<file path="src/rtl/ndro_pkg.sv">
`default_nettype none
// ---------------------------------------------------------------------------
// ndro_pkg : shared constants and parameter-legality helper for ndro_array
// Rev 1.0
// ---------------------------------------------------------------------------
package ndro_pkg;

  localparam int AGE_W         = 4;
  localparam int MODE_NDRO     = 0;
  localparam int MODE_DRO      = 1;
  localparam int SETUP_MAX     = (1 << AGE_W) - 1;
  localparam int OUT_DELAY_MIN = 1;

  function automatic bit params_ok(input int channels, input int destructive,
                                   input int setup_cyc, input int out_delay);
    return (channels >= 1) &&
           (destructive == MODE_NDRO || destructive == MODE_DRO) &&
           (setup_cyc >= 0) && (setup_cyc <= SETUP_MAX) &&
           (out_delay >= OUT_DELAY_MIN);
  endfunction

endpackage
`default_nettype wire

</file>
<file path="src/rtl/ndro_array_if.sv">
`default_nettype none
// ---------------------------------------------------------------------------
// ndro_array_if : per-channel set/clr, shared read strobe and readout bundle
// Rev 1.0
// ---------------------------------------------------------------------------
interface ndro_array_if #(
  parameter int CHANNELS = 4
);

  logic [CHANNELS-1:0] set;
  logic [CHANNELS-1:0] clr;
  logic                rd;
  logic                viol_clr;
  logic [CHANNELS-1:0] out;
  logic                out_valid;
  logic [CHANNELS-1:0] viol;

  modport master (
    output set, clr, rd, viol_clr,
    input  out, out_valid, viol
  );

  modport slave (
    input  set, clr, rd, viol_clr,
    output out, out_valid, viol
  );

endinterface
`default_nettype wire

</file>
<file path="src/rtl/ndro_array_cell.sv">
`default_nettype none
// ---------------------------------------------------------------------------
// ndro_cell : one storage bit with setup-age tracking and sticky violation flag
// Rev 1.0
// ---------------------------------------------------------------------------
module ndro_cell
  import ndro_pkg::*;
#(
  parameter int DESTRUCTIVE = 0,
  parameter int SETUP_CYC   = 1
) (
  input  logic clk,
  input  logic reset,
  input  logic set,
  input  logic clr,
  input  logic rd,
  input  logic viol_clr,
  output logic rd_bit,
  output logic viol
);

  localparam logic [AGE_W-1:0] SETUP_V = AGE_W'(SETUP_CYC);
  localparam bit               DRO     = (DESTRUCTIVE == MODE_DRO);
  localparam bit               CHECK   = (SETUP_CYC > 0);

  logic             state_q, state_d;
  logic [AGE_W-1:0] age_q, age_d;
  logic             viol_q, viol_d;
  logic             write, collide, setup_err;

  always_comb begin
    write     = set | clr;
    collide   = set & clr;
    // a read coinciding with a write sees the old value but is still too early
    setup_err = rd && CHECK && (write || (age_q < SETUP_V));

    state_d = state_q;
    if (rd && DRO) state_d = 1'b0;
    if (set && !clr)      state_d = 1'b1;
    else if (clr && !set) state_d = 1'b0;

    if (write)                age_d = '0;
    else if (age_q < SETUP_V) age_d = age_q + AGE_W'(1);
    else                      age_d = age_q;

    if (collide || setup_err) viol_d = 1'b1;
    else if (viol_clr)        viol_d = 1'b0;
    else                      viol_d = viol_q;
  end

  always_ff @(posedge clk) begin
    if (reset) begin
      state_q <= 1'b0;
      age_q   <= SETUP_V;
      viol_q  <= 1'b0;
    end else begin
      state_q <= state_d;
      age_q   <= age_d;
      viol_q  <= viol_d;
    end
  end

  assign rd_bit = state_q;
  assign viol   = viol_q;

endmodule
`default_nettype wire

</file>
<file path="src/rtl/ndro_array.sv">
`default_nettype none
// ---------------------------------------------------------------------------
// ndro_array : CHANNELS NDRO/DRO cells sharing one read strobe and output delay
// Rev 1.0
// ---------------------------------------------------------------------------
module ndro_array
  import ndro_pkg::*;
#(
  parameter int CHANNELS    = 4,
  parameter int DESTRUCTIVE = 0,
  parameter int SETUP_CYC   = 1,
  parameter int OUT_DELAY   = 1
) (
  input  logic         clk,
  input  logic         reset,
  ndro_array_if.slave  bus
);

  localparam int PW = CHANNELS + 1;

  generate
    if (!params_ok(CHANNELS, DESTRUCTIVE, SETUP_CYC, OUT_DELAY)) begin : g_param_err
      $error("ndro_array: illegal parameter combination");
    end
  endgenerate

  logic [CHANNELS-1:0] rd_bits;
  logic [CHANNELS-1:0] viol_bits;

  generate
    for (genvar i = 0; i < CHANNELS; i++) begin : g_cell
      ndro_cell #(
        .DESTRUCTIVE (DESTRUCTIVE),
        .SETUP_CYC   (SETUP_CYC)
      ) u_cell (
        .clk      (clk),
        .reset    (reset),
        .set      (bus.set[i]),
        .clr      (bus.clr[i]),
        .rd       (bus.rd),
        .viol_clr (bus.viol_clr),
        .rd_bit   (rd_bits[i]),
        .viol     (viol_bits[i])
      );
    end
  endgenerate

  // Stage data is zeroed when no read enters, so out is low whenever out_valid is low
  logic [PW-1:0] pipe_q [OUT_DELAY];
  logic [PW-1:0] pipe_d [OUT_DELAY];

  always_comb begin
    pipe_d[0] = bus.rd ? {1'b1, rd_bits} : '0;
    for (int s = 1; s < OUT_DELAY; s++) begin
      pipe_d[s] = pipe_q[s-1];
    end
  end

  always_ff @(posedge clk) begin
    if (reset) begin
      for (int s = 0; s < OUT_DELAY; s++) begin
        pipe_q[s] <= '0;
      end
    end else begin
      pipe_q <= pipe_d;
    end
  end

  assign bus.out_valid = pipe_q[OUT_DELAY-1][CHANNELS];
  assign bus.out       = pipe_q[OUT_DELAY-1][CHANNELS-1:0];
  assign bus.viol      = viol_bits;

endmodule
`default_nettype wire

</file>
<file path="src/flat_wrapper.sv">
// flat-port wrapper written by rule: the top's interface ports become plain ports
module ndro_array_flat import ndro_pkg::*;
#(
  parameter int CHANNELS    = 4,
  parameter int DESTRUCTIVE = 0,
  parameter int SETUP_CYC   = 1,
  parameter int OUT_DELAY   = 1
)
  (clk, reset, bus_set, bus_clr, bus_rd, bus_viol_clr, bus_out, bus_out_valid, bus_viol);
  ndro_array_if #(.CHANNELS(CHANNELS)) bus_i ();
  input  logic clk;
  input  logic reset;
  input wire logic [$bits(bus_i.set)-1:0] bus_set;
  input wire logic [$bits(bus_i.clr)-1:0] bus_clr;
  input wire logic [$bits(bus_i.rd)-1:0] bus_rd;
  input wire logic [$bits(bus_i.viol_clr)-1:0] bus_viol_clr;
  output wire logic [$bits(bus_i.out)-1:0] bus_out;
  output wire logic [$bits(bus_i.out_valid)-1:0] bus_out_valid;
  output wire logic [$bits(bus_i.viol)-1:0] bus_viol;
  assign bus_i.set = bus_set;
  assign bus_i.clr = bus_clr;
  assign bus_i.rd = bus_rd;
  assign bus_i.viol_clr = bus_viol_clr;
  assign bus_out = bus_i.out;
  assign bus_out_valid = bus_i.out_valid;
  assign bus_viol = bus_i.viol;
  ndro_array #(.CHANNELS(CHANNELS), .DESTRUCTIVE(DESTRUCTIVE), .SETUP_CYC(SETUP_CYC), .OUT_DELAY(OUT_DELAY)) u_core (.clk(clk), .reset(reset), .bus(bus_i));
endmodule
</file>
<file path="config.mk">
export PLATFORM = sky130hd
export DESIGN_NAME = ndro_array_flat
export DESIGN_NICKNAME = d
export VERILOG_FILES = /design/src/rtl/ndro_pkg.sv /design/src/rtl/ndro_array_if.sv /design/src/rtl/ndro_array_cell.sv /design/src/rtl/ndro_array.sv /design/src/flat_wrapper.sv
export SDC_FILE = /design/constraint.sdc
export NUM_CORES = 1
export LEC_CHECK = 0
export CAP_MARGIN = 20
export CORE_ASPECT_RATIO = 0.5
export CORE_UTILIZATION = 25
export CTS_CLUSTER_SIZE = 8
export DETAILED_ROUTE_END_ITERATION = 10
export PLACE_DENSITY = 0.5
export SLEW_MARGIN = 20
export SYNTH_ARGS = -nofsm -noshare
export SYNTH_HDL_FRONTEND = slang
export SYNTH_HIERARCHICAL = 1
export SYNTH_SLANG_ARGS = --single-unit
</file>
<file path="constraint.sdc">
create_clock -name clk -period 1.4 [get_ports clk]
set_clock_uncertainty 0.05 [all_clocks]
set_input_delay 0.14 -clock clk [delete_from_list [all_inputs] [get_ports clk]]
set_output_delay 0.14 -clock clk [all_outputs]
set_load 0.01 [all_outputs]
</file>
# Word level (Yosys, flattened, before mapping)
# Cells that the tools add are included.
[classes]
addsub = 4
n_lt_le_gt_ge = 4
muxes = 22
bitwise_logic = 9
n_reduce_logical = 45
[op_table]
columns = ["op", "count"]
rows = [
  ["$reduce_bool 2->1", 12],
  ["$mux 1", 21],
  ["$add 4x1->4 const B", 4],
  ["$lt 4x1->1 const B", 4],
  ["$logic_and 1x1->1", 12],
  ["$reduce_or 2->1", 5],
  ["$logic_not 1->1", 8],
  ["$logic_or 1x1->1", 8],
  ["$mux 5", 1],
  ["$and 1x1->1", 4],
  ["$or 1x1->1", 4],
  ["$not 1->1", 1],
]
[word_totals]
regBits = 29
input_bits = 12
output_inout_bits = 9
elab_cells = 102

# Depth between registers and ports, before layout
[logic_depth]
depth_word = 5
mapped_depth = 5
ltp_nobuf = 5

# Hierarchy
# The synthesis kept the hierarchy.
[modules_own_cells]
columns = ["module", "instances", "cells_per_inst", "area_per_inst_um2", "seq_area_each_um2"]
rows = [
  ["ndro_cell", 4, 32, 305.3, 120.1],
  ["ndro_array", 1, 10, 141.4, 100.1],
]

# Worst setup path after synthesis
# Ideal clock, no wire load.
[synth_path]
path_kind = "register -> register"
startpoint = "register u_core.g_cell[0].u_cell.age_q[0]"
endpoint = "register u_core.g_cell[0].u_cell.age_q[0]"
setup_time_ps = 114
arrival_time_ps = 985
t_required_ps = 1236
path_slack_ps = 251
stages_incl_launch_ff = 6
n_path_buf = 0
synth_period_minus_slack_ps = 1149
cell_sequence = "dfxtp_1 inv_1 ha_1 nor3b_4 xnor2_1 a21o_1"
[synth_between]
elab_chain_cells = 3
word_cells_on_any_way = 5
classes_between = "add/sub (1); order compare (1); mux (2); reduce/logical (1)"
[synth_rtl]
columns = ["element", "line", "source"]
rows = [
  ["from (decl)", "ndro_array_cell.sv:27", "logic [AGE_W-1:0] age_q, age_d;"],
  ["from (signal assigned)", "ndro_array_cell.sv:58", "age_q <= age_d;"],
  ["$add 4x1->4", "ndro_array_cell.sv:43", "else if (age_q < SETUP_V) age_d = age_q + AGE_W'(1);"],
  ["$mux 1", "ndro_array_cell.sv:43", ""],
  ["$mux 1", "ndro_array_cell.sv:42", "if (write) age_d = '0;"],
]
# Parallel ways exist; a longest one is shown, timed or not. The select of a mux whose other input is x is not followed.
# A chain may end at the register's enable or synchronous reset.

# Final worst setup path
[layout_path]
startpoint = "register u_core.g_cell[1].u_cell.viol_q"
endpoint = "output bus_viol[1]"
[layout_rtl]
columns = ["element", "line", "source"]
rows = [
  ["from (decl)", "ndro_array_cell.sv:28", "logic viol_q, viol_d;"],
  ["from (signal assigned)", "ndro_array_cell.sv:59", "viol_q <= viol_d;"],
  ["to (decl)", "flat_wrapper.sv:19", "output wire logic [$bits(bus_i.viol)-1:0] bus_viol;"],
]
# No word-level cell between the ends.

==> reports/metrics.cfg <==
[setup_path]
slowest_stage=clkdlybuf4s50_1
crit_fanout=2
r2r-end=u_core/g_cell[2].u_cell/age_q[0]
cp_top_family=buffers and inverters
critical-path-max-stage-delay_ns=0.54
rr_worst_depth=5
cp_num_buf_inv=1
reg2reg_slack_ns=0.16
worstSetupPathType=flop to output pin
worst_setup_path_end_kind=output pin
rr_startpoint=u_core/g_cell[2].u_cell/age_q[0]
cp.arrival_ns=1.15
cp_cell_sequence=clkdlybuf4s50_1
setup.worst_path.start_class=flop
cp.required_ns=1.21

[yosys]
synth_cell_types=13
ys_warn_count=6
synth_top_cell_by_area=dfxtp_1
synth_most_common_cell=dfxtp_1
syn_area_um2=1360
syn_nets=170
synth_cells=138
synthTopCellsByArea=dfxtp_1 43%, ha_1 18%, inv_1 7.7%, mux2i_1 5.9%, nor3b_4 5.5%
synth-edff-count=0
syn_area_per_cell_um2=9.87
ys_async_sr_fraction_pct=0
synthTopCellsByCount=29 x dfxtp_1, 28 x inv_1, 20 x ha_1
synth_top_area_share_pct=42.6
synth_seq_area_share_pct=42.6
ys_ff_latch=29
synth_ff_type=dfxtp_1

[timing]
period_minus_slack_ns=1.34
fmax_mhz=747
finalHoldViolCount=0
min_period_over_period_pct=95.7
tightest_slew_ns=0.322
max_slew_margin_pct=78.5
rsz0062_at_grt=no
slew_violations=0
finalSetupViolCount=0
setup_tns_ns=0

[detailed_routing]
dr.pass1.iters=3
post_drt_wl_per_cell_um=9.21
postRouteAntennaNets=0
vias=934
finalWirelength_um=2220
vias_per_cell=3.88
drcViolationCount=0
drt_iter0_drc=7

[clock_network]
cts.clk_slew.worst_paths_ns=0.06
cts_root_buf=clkbuf_8
cts_tree=done
htree_num_levels=2
cts_sinks=29
cts_made_buffers=5
cts_resized=0
hold_buffers=0
clockBufferDepth=2
post_cts_buffers=0
clk_latency_ns=0.28

[placement]
numPortBuffers=20
place_congestion=0.667
dp_hpwl_um=1640

[pwr]
ir_drop_mv=0.401
cellPowerDensity_nw_per_um2=1040
p_leak_nw=0.828
p_total_mw=1.88

[die]
num_rows=18
coreArea_um2=5090
boundaryPins=21
die_y_um=54.2
start_util_pct=26.8
fp.dieW_um=106
dieArea_um2=5770

[global_route]
grt_pass1_wl_um=3810
grt_overflow=0
grt_max_degree=22
grt_pass1_vias=930
grt.total_usage_pct=8.94
grt_antenna_before_repair=0

[min_path]
holdCritStartpoint=u_core/g_cell[1].u_cell/age_q[3]
hold_path_end=u_core/g_cell[1].u_cell/age_q[3]
hp-class=flop to flop
holdPathStages=2

[final_layout]
drive_gt1_share_pct=9.94
antenna_cells=0
layout.nets=202
area_delta_synth_final_pct=32.2
fin_util_pct=35.4

[job]
drv_cap=0

[outcome]
status=complete, no violations

[per-stage QoR]
step	setup WS, ns	instance area, um^2	std cells	hold WS [ns]
6_report	0.0605	1800	241	0.414
3_5_place_dp	0.0222	1700	233	0.408
4_1_cts	0.0379	1800	241	0.419
3_3_place_gp	0.0302	1700	233	0.402
5_1_grt	0.00360	1800	241	0.427
2_1_floorplan	0.251	1360	138	0.159
[per-layer routing]
| layer | up-vias | wire length, um | GRT usage, % |
|---|---|---|---|
| met1 | 422 | 1070 | 9.37 |
| met2 | 8 | 1050 | 16.3 |
| li1 | 499 | - | - |
| met3 | 5 | 62 | 3.27 |
| met5 | - | 0 | 0 |
| met4 | 0 | 30 | 4.86 |
[power breakdown]
| group | switching (mW) | internal, mW | total [mW] |
|---|---|---|---|
| Clock | 0.310 | 0.443 | 0.754 |
| Sequential | 0.0153 | 0.857 | 0.872 |
| Combinational | 0.107 | 0.145 | 0.252 |
[sequential cells by signal, summed over array words and instances (netlist names)]
register and count:
u_core/g_cell.u_cell/rd_bit 4, u_core/g_cell.u_cell/age_q 16, u_core/g_cell.u_cell/viol 4, u_core/pipe_q 5
[how the worst max path moves through the flow]
| stage | from | endpoint | slack, ns | depth (start not counted) |
|---|---|---|---|---|
| 6_report | u_core/g_cell[1].u_cell/viol | bus_viol[1] | 0.06 | 1 |
| 5_1_grt | u_core/g_cell[1].u_cell/viol | bus_viol[1] | 0.004 | 1 |
| 4_1_cts | u_core/g_cell[1].u_cell/viol | bus_viol[1] | 0.04 | 1 |
| 3_5_place_dp | bus_clr[0] | u_core/g_cell[0].u_cell/rd_bit | 0.02 | 5 |
| 3_3_place_gp | bus_clr[0] | u_core/g_cell[0].u_cell/rd_bit | 0.03 | 5 |
| 2_1_floorplan | u_core/g_cell[0].u_cell/age_q[0] | u_core/g_cell[0].u_cell/age_q[0] | 0.25 | 5 |
[cell usage in the layout (no fill, tap or decap)]
master           instances
a21oi_1                 12
a21o_1                   4
nor2_1                  16
nor3b_4                  4
xnor2_1                  4
dfxtp_1                 29
nand2b_1                 4
inv_1                   28
nor2b_1                  1
clkdlybuf4s50_1         20
o21ai_0                  4
mux2i_1                  8
buf_12                   1
clkbuf_8                 7
ha_1                    20
clkinv_2                 1
buf_4                    4
and3b_1                  4
[layout make-up]
| type | count | area [um^2] |
|---|---|---|
| sequential | 29 | 581 |
| fill | 544 | 3290 |
| tap | 70 | 87.6 |
| timing repair buffer | 25 | 250 |
| inverter | 28 | 105 |
| clock buffer | 7 | 96.3 |
| multi-input combinational | 81 | 677 |
| clock inverter | 1 | 5.00 |
[kinds of logic after synthesis]
family / count (synthesis) / synth area share (%)
muxes: 8 / 5.88
AOI/OAI and AO/OA: 20 / 8.08
and+or+nand+nor: 29 / 14.8
adders and majority gates: 20 / 18.4
DFF: 29 / 42.6
xor gates and xnor gates: 4 / 2.57
buffers and inverters: 28 / 7.71
No activity file was read; power rests on OpenSTA's default activity.
